### src/rtl/fractal_sync_tx.sv
// Fractal-sync link transmitter: pops requests from a local queue and sends each one as a
// single-cycle sync pulse, limited by far-end credits and a minimum gap between pulses.
package fractal_sync_pkg;
  typedef struct packed {
    logic [1:0] aggr;
    logic [3:0] id;
  } fsync_sig_t;

  typedef struct packed {
    logic       sync;
    fsync_sig_t sig;
    logic [1:0] src;
  } fsync_req_t;
endpackage

module fractal_sync_tx #(
  parameter type          fsync_req_t = fractal_sync_pkg::fsync_req_t,
  parameter int unsigned  CREDITS     = 1,
  parameter int unsigned  MIN_GAP     = 0,
  localparam int unsigned CNT_W       = $clog2(CREDITS + 1)
) (
  input  logic             clk_i,
  input  logic             rst_i,
  input  logic             empty_i,
  input  fsync_req_t       req_i,
  output logic             pop_o,
  output fsync_req_t       req_o,
  input  logic             credit_i,
  output logic [CNT_W-1:0] credits_o,
  output logic             busy_o,
  output logic             error_invalid_o,
  output logic             error_credit_o
);
  localparam int unsigned      GAP_W = (MIN_GAP < 2) ? 1 : $clog2(MIN_GAP + 1);
  localparam logic [CNT_W-1:0] FULL  = CNT_W'(CREDITS);

  typedef enum logic [1:0] {IDLE = 2'd0, SEND = 2'd1, GAP = 2'd2} state_t;

  state_t           state_q, state_d;
  fsync_req_t       req_q, req_d;
  logic [CNT_W-1:0] credits_q, credits_d;
  logic [GAP_W-1:0] gap_q, gap_d;
  logic             err_inv_q, err_cred_q, err_cred_d;
  logic             launch_window, head_invalid, launch, drop;

  // Queue handshake: the head is offered whenever !empty_i; pop_o in the same cycle is the
  // only transfer event. Nothing is popped while reset is asserted.
  always_comb begin
    launch_window = !rst_i && ((state_q == IDLE) || ((state_q == SEND) && (MIN_GAP == 0)));
    head_invalid  = (req_i.sig.aggr == '0);
    launch        = launch_window && !empty_i && !head_invalid && (credits_q != '0);
    drop          = launch_window && !empty_i && head_invalid;
    pop_o         = launch || drop;
  end

  always_comb begin
    state_d = state_q;
    gap_d   = gap_q;
    unique case (state_q)
      IDLE: if (launch) state_d = SEND;
      SEND: begin
        // The IDLE launch cycle is itself one gap cycle, so GAP covers the other MIN_GAP-1.
        if (MIN_GAP > 1) begin
          state_d = GAP;
          gap_d   = GAP_W'(MIN_GAP - 1);
        end else if (launch) begin
          state_d = SEND;
        end else begin
          state_d = IDLE;
        end
      end
      GAP: begin
        gap_d = gap_q - GAP_W'(1);
        if (gap_q == GAP_W'(1)) state_d = IDLE;
      end
      default: state_d = IDLE;
    endcase
  end

  always_comb begin
    req_d      = req_q;
    req_d.sync = 1'b0;
    if (launch) begin
      req_d      = req_i;
      req_d.sync = 1'b1;
    end
    credits_d  = credits_q;
    err_cred_d = 1'b0;
    if (launch && !credit_i) begin
      credits_d = credits_q - CNT_W'(1);
    end else if (!launch && credit_i) begin
      if (credits_q == FULL) err_cred_d = 1'b1;
      else                   credits_d  = credits_q + CNT_W'(1);
    end
  end

  always_ff @(posedge clk_i) begin
    if (rst_i) begin
      state_q    <= IDLE;
      req_q      <= '0;
      credits_q  <= FULL;
      gap_q      <= '0;
      err_inv_q  <= 1'b0;
      err_cred_q <= 1'b0;
    end else begin
      state_q    <= state_d;
      req_q      <= req_d;
      credits_q  <= credits_d;
      gap_q      <= gap_d;
      err_inv_q  <= drop;
      err_cred_q <= err_cred_d;
    end
  end

  assign req_o           = req_q;
  assign credits_o       = credits_q;
  assign busy_o          = (state_q != IDLE);
  assign error_invalid_o = err_inv_q;
  assign error_credit_o  = err_cred_q;
endmodule
### config.mk
export PLATFORM = sky130hd
export DESIGN_NAME = fractal_sync_tx
export DESIGN_NICKNAME = d
export VERILOG_FILES = /design/src/rtl/fractal_sync_tx.sv
export SDC_FILE = /design/constraint.sdc
export NUM_CORES = 1
export LEC_CHECK = 0
export CAP_MARGIN = 10
export CORE_AREA = 8 8 47 49
export CTS_CLUSTER_DIAMETER = 50
export DETAILED_ROUTE_END_ITERATION = 8
export DIE_AREA = 0 0 55 57
export PLACE_DENSITY = 0.74
export SYNTH_ARGS = -nofsm -noshare
export SYNTH_HDL_FRONTEND = slang
export SYNTH_SLANG_ARGS = --single-unit
export TNS_END_PERCENT = 50
### constraint.sdc
create_clock -name clk_i -period 2.2 [get_ports clk_i]
set_clock_uncertainty 0.15 [all_clocks]
set_input_delay 0.66 -clock clk_i [delete_from_list [all_inputs] [get_ports clk_i]]
set_output_delay 0.66 -clock clk_i [all_outputs]
set_load 0.01 [all_outputs]
### Yosys cells after proc, flatten, opt, wreduce, memory -nomap -nowiden

Index checks and enable logic that the tools add are counted.

* $add $sub $neg: 3
* multiply operators: 0
* div/mod/pow operators: 0
* $lt $le $gt $ge: 0
* eq/ne operators: 4
* shift operators: 0
* mux-type cells: 9
* bitwise operators: 1
* reduce and logical (&&, ||, !) cells: 20

Operators by type and width (number)
* 9-bit 2-to-1 mux: 1
* 1-bit logical AND: 7
* 2-bit case mux with 3 select lines: 1
* 1-bit zero test: 5
* 1-bit 2-to-1 mux: 5
* 2-bit zero test: 2
* 2-bit 2-to-1 mux: 2
* 2-bit != test (second input constant): 2
* 2-bit nonzero test: 2
* 3-bit OR reduction: 1
* 2-bit by 1-bit == test with 1-bit output (second input constant): 1
* 2-bit == test (second input constant): 1
* 1-bit logical OR: 2
* 2-bit AND reduction: 1
* 1-bit subtractor (second input constant): 2
* 1-bit adder (second input constant): 1
* 1-bit NOT: 1

* bits in registers: 15
* latch bits: 0
* memory bits (writable): 0
* bits in read-only memories: 0
* output and inout bits: 14
* memories: 0

### Depth between registers and ports, before layout

* depth after elaboration: 10
* mapped depth: 7

### Least setup slack after synthesis

Ideal clock, no wire load.

* path kind: in2out
* start point: input port req_i[7] (netlist name)
* end point: output port pop_o
* arrival: 1.307 ns
* slack: 0.083 ns
* cell stages on the path: 4
* buffers on the path: 1
* cells stage by stage: or2_0 buf_2 nor3_1 or2_1

* cells in the longest elaborated chain, start to end: 5
* elaborated cells on any way between the ends: 6
* those cells by class: 6 x reduce/logical

RTL lines
* start, declared: line 25 `input fsync_req_t req_i,`
* 2-bit zero test *: line 50 `head_invalid = (req_i.sig.aggr == '0);`
* 1-bit zero test: line 51 `launch = launch_window && !empty_i && !head_invalid && (credits_q != '0);`
* 1-bit logical AND (2 in series): line 51
* 1-bit logical OR *: line 53 `pop_o = launch || drop;`
* end, declared: line 26 `output logic pop_o,`

Mark *: on every way between the ends. The rest lies on a longest branch, timed or not.

### Final worst setup path

Ends and elaborated chain as after synthesis.

==> results.yml <==
final_layout:
  fillers: 150
  final_net_count: 104
  utilization_pct: 57.0
  stdcell_count: 105
  diodes: 0
  layout-drive-gt1-share_pct: 35.2
  area_growth_pct: 72.6
cts:
  clk_latency_ps: 270
  root_buffer: "clkbuf_4"
  cts.clk_slew.worst_paths_ps: 80
  clkSinkCount: 13
  cts_buffers: 3
  hold_buffers: 0
  h-tree-depth: 1
  clock_path_buffers: 2
  tritoncts: "built"
yosys:
  synthCells: 49
  avgSynthCellArea_sq_um: 10.6
  synth_top_area_share_pct: 50.0
  synth_nets: 64
  synthesis.area_sq_um: 520
  yosys.area.top_type: "dfxtp_1"
  yosysSeqAreaShare_pct: 50.0
  yosysWarningCount: 0
  synth_area_leaders: "dfxtp_1 50%, a31o_1 10%, and3_2 8.7%"
  synthDistinctLibCells: 18
  synth_seq_cells: 13
detailed_routing:
  vias: 508
  drt_iter0_markers: 6
  ant_nets: 0
  drt-total-wl_microns: 1440
  dr.pass1.iters: 4
  routed_via_density: 4.84
  drc: 0
  wl_per_cell_microns: 13.7
pwr:
  peakVddDrop_mv: 0.359
  p_leak_nw: 0.430
  power.density_mw_per_mm2: 571
sta:
  hold_viol: 0
  setup_ws_ps: 21.8
  whs_ps: 314
  timing.fmax_mhz: 459
  worst_pin_slew_ps: 220
  max_slew_margin_pct: 85.2
  layout_min_cycle_time_ps: 2180
  period_share_pct: 99.0
  tns_ps: 0
  finalSetupViolations: 0
  rsz0062_at_grt: "yes"
  drv_slew: 0
global_routing:
  grt_pass1_vias: 518
  grt-ovfl-total: 0
  antenna_found_initial: 0
  grt_max_degree: 9
  grt_pass1_wl_microns: 2210
  track_usage_pct: 9.58
hold_path:
  worstHoldStart: "req_o[6]"
  hold_class: "reg -> reg"
floorplan:
  die_w_microns: 55
  ios: 27
  num_rows: 15
  fp.dieH_microns: 57
  core_sq_mm: 0.00158
  die_area_sq_mm: 0.00314
  start_util_pct: 33.0
critical_path:
  cp.required_ps: 1390
  arrival_ps: 1370
  reg2reg_from: "credits_o"
  cp_max_fo: 2
  setup.worst_path.start: "req_i[7]"
  worstSetupStartpointType: "input port"
  end_kind: "primary output"
  crit_type: "in -> out"
place:
  place_ws_ps: -807
  place_congestion: 0.663
  placed_cells: 95
  dp_hpwl_microns: 1040
  port_buffers: 25
outcome:
  outcome: "finished clean"
run:
  maxCapViolCount: 0
## where the power goes
group / switching (W) / leakage (nW) / internal, W / total, W
Combinational: 0.0000430 / 0.305 / 0.0000687 / 0.000112
Clock: 0.0000778 / 0.0177 / 0.0000674 / 0.000145
Sequential: 0.00000600 / 0.107 / 0.000250 / 0.000256
Total: 0.000127 / 0.430 / 0.000386 / 0.000513
## registers in the layout (all words and copies together), names as in the netlist
signal,cells
credits_o,1
error_credit_o,1
error_invalid_o,1
req_o,9
state_q,1
## cell type report
cell class | instances | area [sq um] | area share, %
repair buffers | 36 | 320 | 35.7
multi-input cells | 29 | 246 | 27.4
well taps | 17 | 21.3 | 2.37
clock buffers | 3 | 22.5 | 2.51
flip-flops and latches | 13 | 260 | 29.0
inverters | 6 | 22.5 | 2.51
clock inverters | 1 | 5.00 | 0.557
## final timing paths
check | endpoint | slack [ps] | cells after the start
setup / recovery | pop_o | 20 | 5
hold / removal | req_o[6] | 310 | 2
setup reg to reg | credits_o | 500 | 7
hold reg to reg | req_o[6] | 310 | 2
## critical path, stage by stage
cell and delay, ps:
buf_6 90, or2_4 260, nor3_4 120, or2_1 110
buf_2 120
## cells by family (layout without fill, tap and decap cells)
family / after synthesis / count (layout) / share of synthesized area (%)
AO/OA/AOI/OAI: 9 / 9 / 13.0
flip-flops: 13 / 13 / 50.0
adder cells (fa/ha/maj): 2 / 2 / 4.81
buffers and inverters: 7 / 46 / 5.29
AND/OR/NAND/NOR: 18 / 18 / 26.9
## per-layer routing
metal  share of wire [%]  GRT usage [%]  wire [microns]
met1                  38           9.50             542
met2                  52           15.9             743
met3                 5.9           1.56              84
met5                   0              0               0
met4                 4.4           8.59              63
## cell usage in the layout, fill, tap and decap left out
master / instances
clkdlybuf4s50_1: 20
dfxtp_1: 13
buf_4: 11
inv_1: 6
and3_2: 6
a31o_1: 6
clkbuf_4: 3
nand3b_1: 2
nand2_1: 2
a21oi_1: 2
ha_1: 2
buf_6: 2
clkbuf_2: 2
or2_4: 1
nor3b_4: 1
nand2_4: 1
nor3_4: 1
or2_1: 1
nor3b_1: 1
and2b_2: 1
o21ai_0: 1
nor4b_1: 1
clkinv_2: 1
buf_2: 1
## synth_stat cells (all sizes together)
library cell,n
nor4b,1
and3,6
inv,6
nor3b,2
and2b,1
ha,2
dfxtp,13
or2,2
a31o,6
nor3,1
buf,1
o21ai,1
a21oi,2
nand3b,2
nand2,3
## repair_timing
item	CTS	global route
setup buffers	4	2
resized for setup	21	3
setup endpoints to repair	2	1
pin swaps	4	3
## stage by stage
stage,instance area (sq um),power [W]
after floorplan,520,0.000300
after global placement,825,0.000364
after detailed placement,825,0.000366
after CTS,887,0.000517
after global routing,898,0.000540
final,898,0.000513
(Power assumes the default switching activity.)
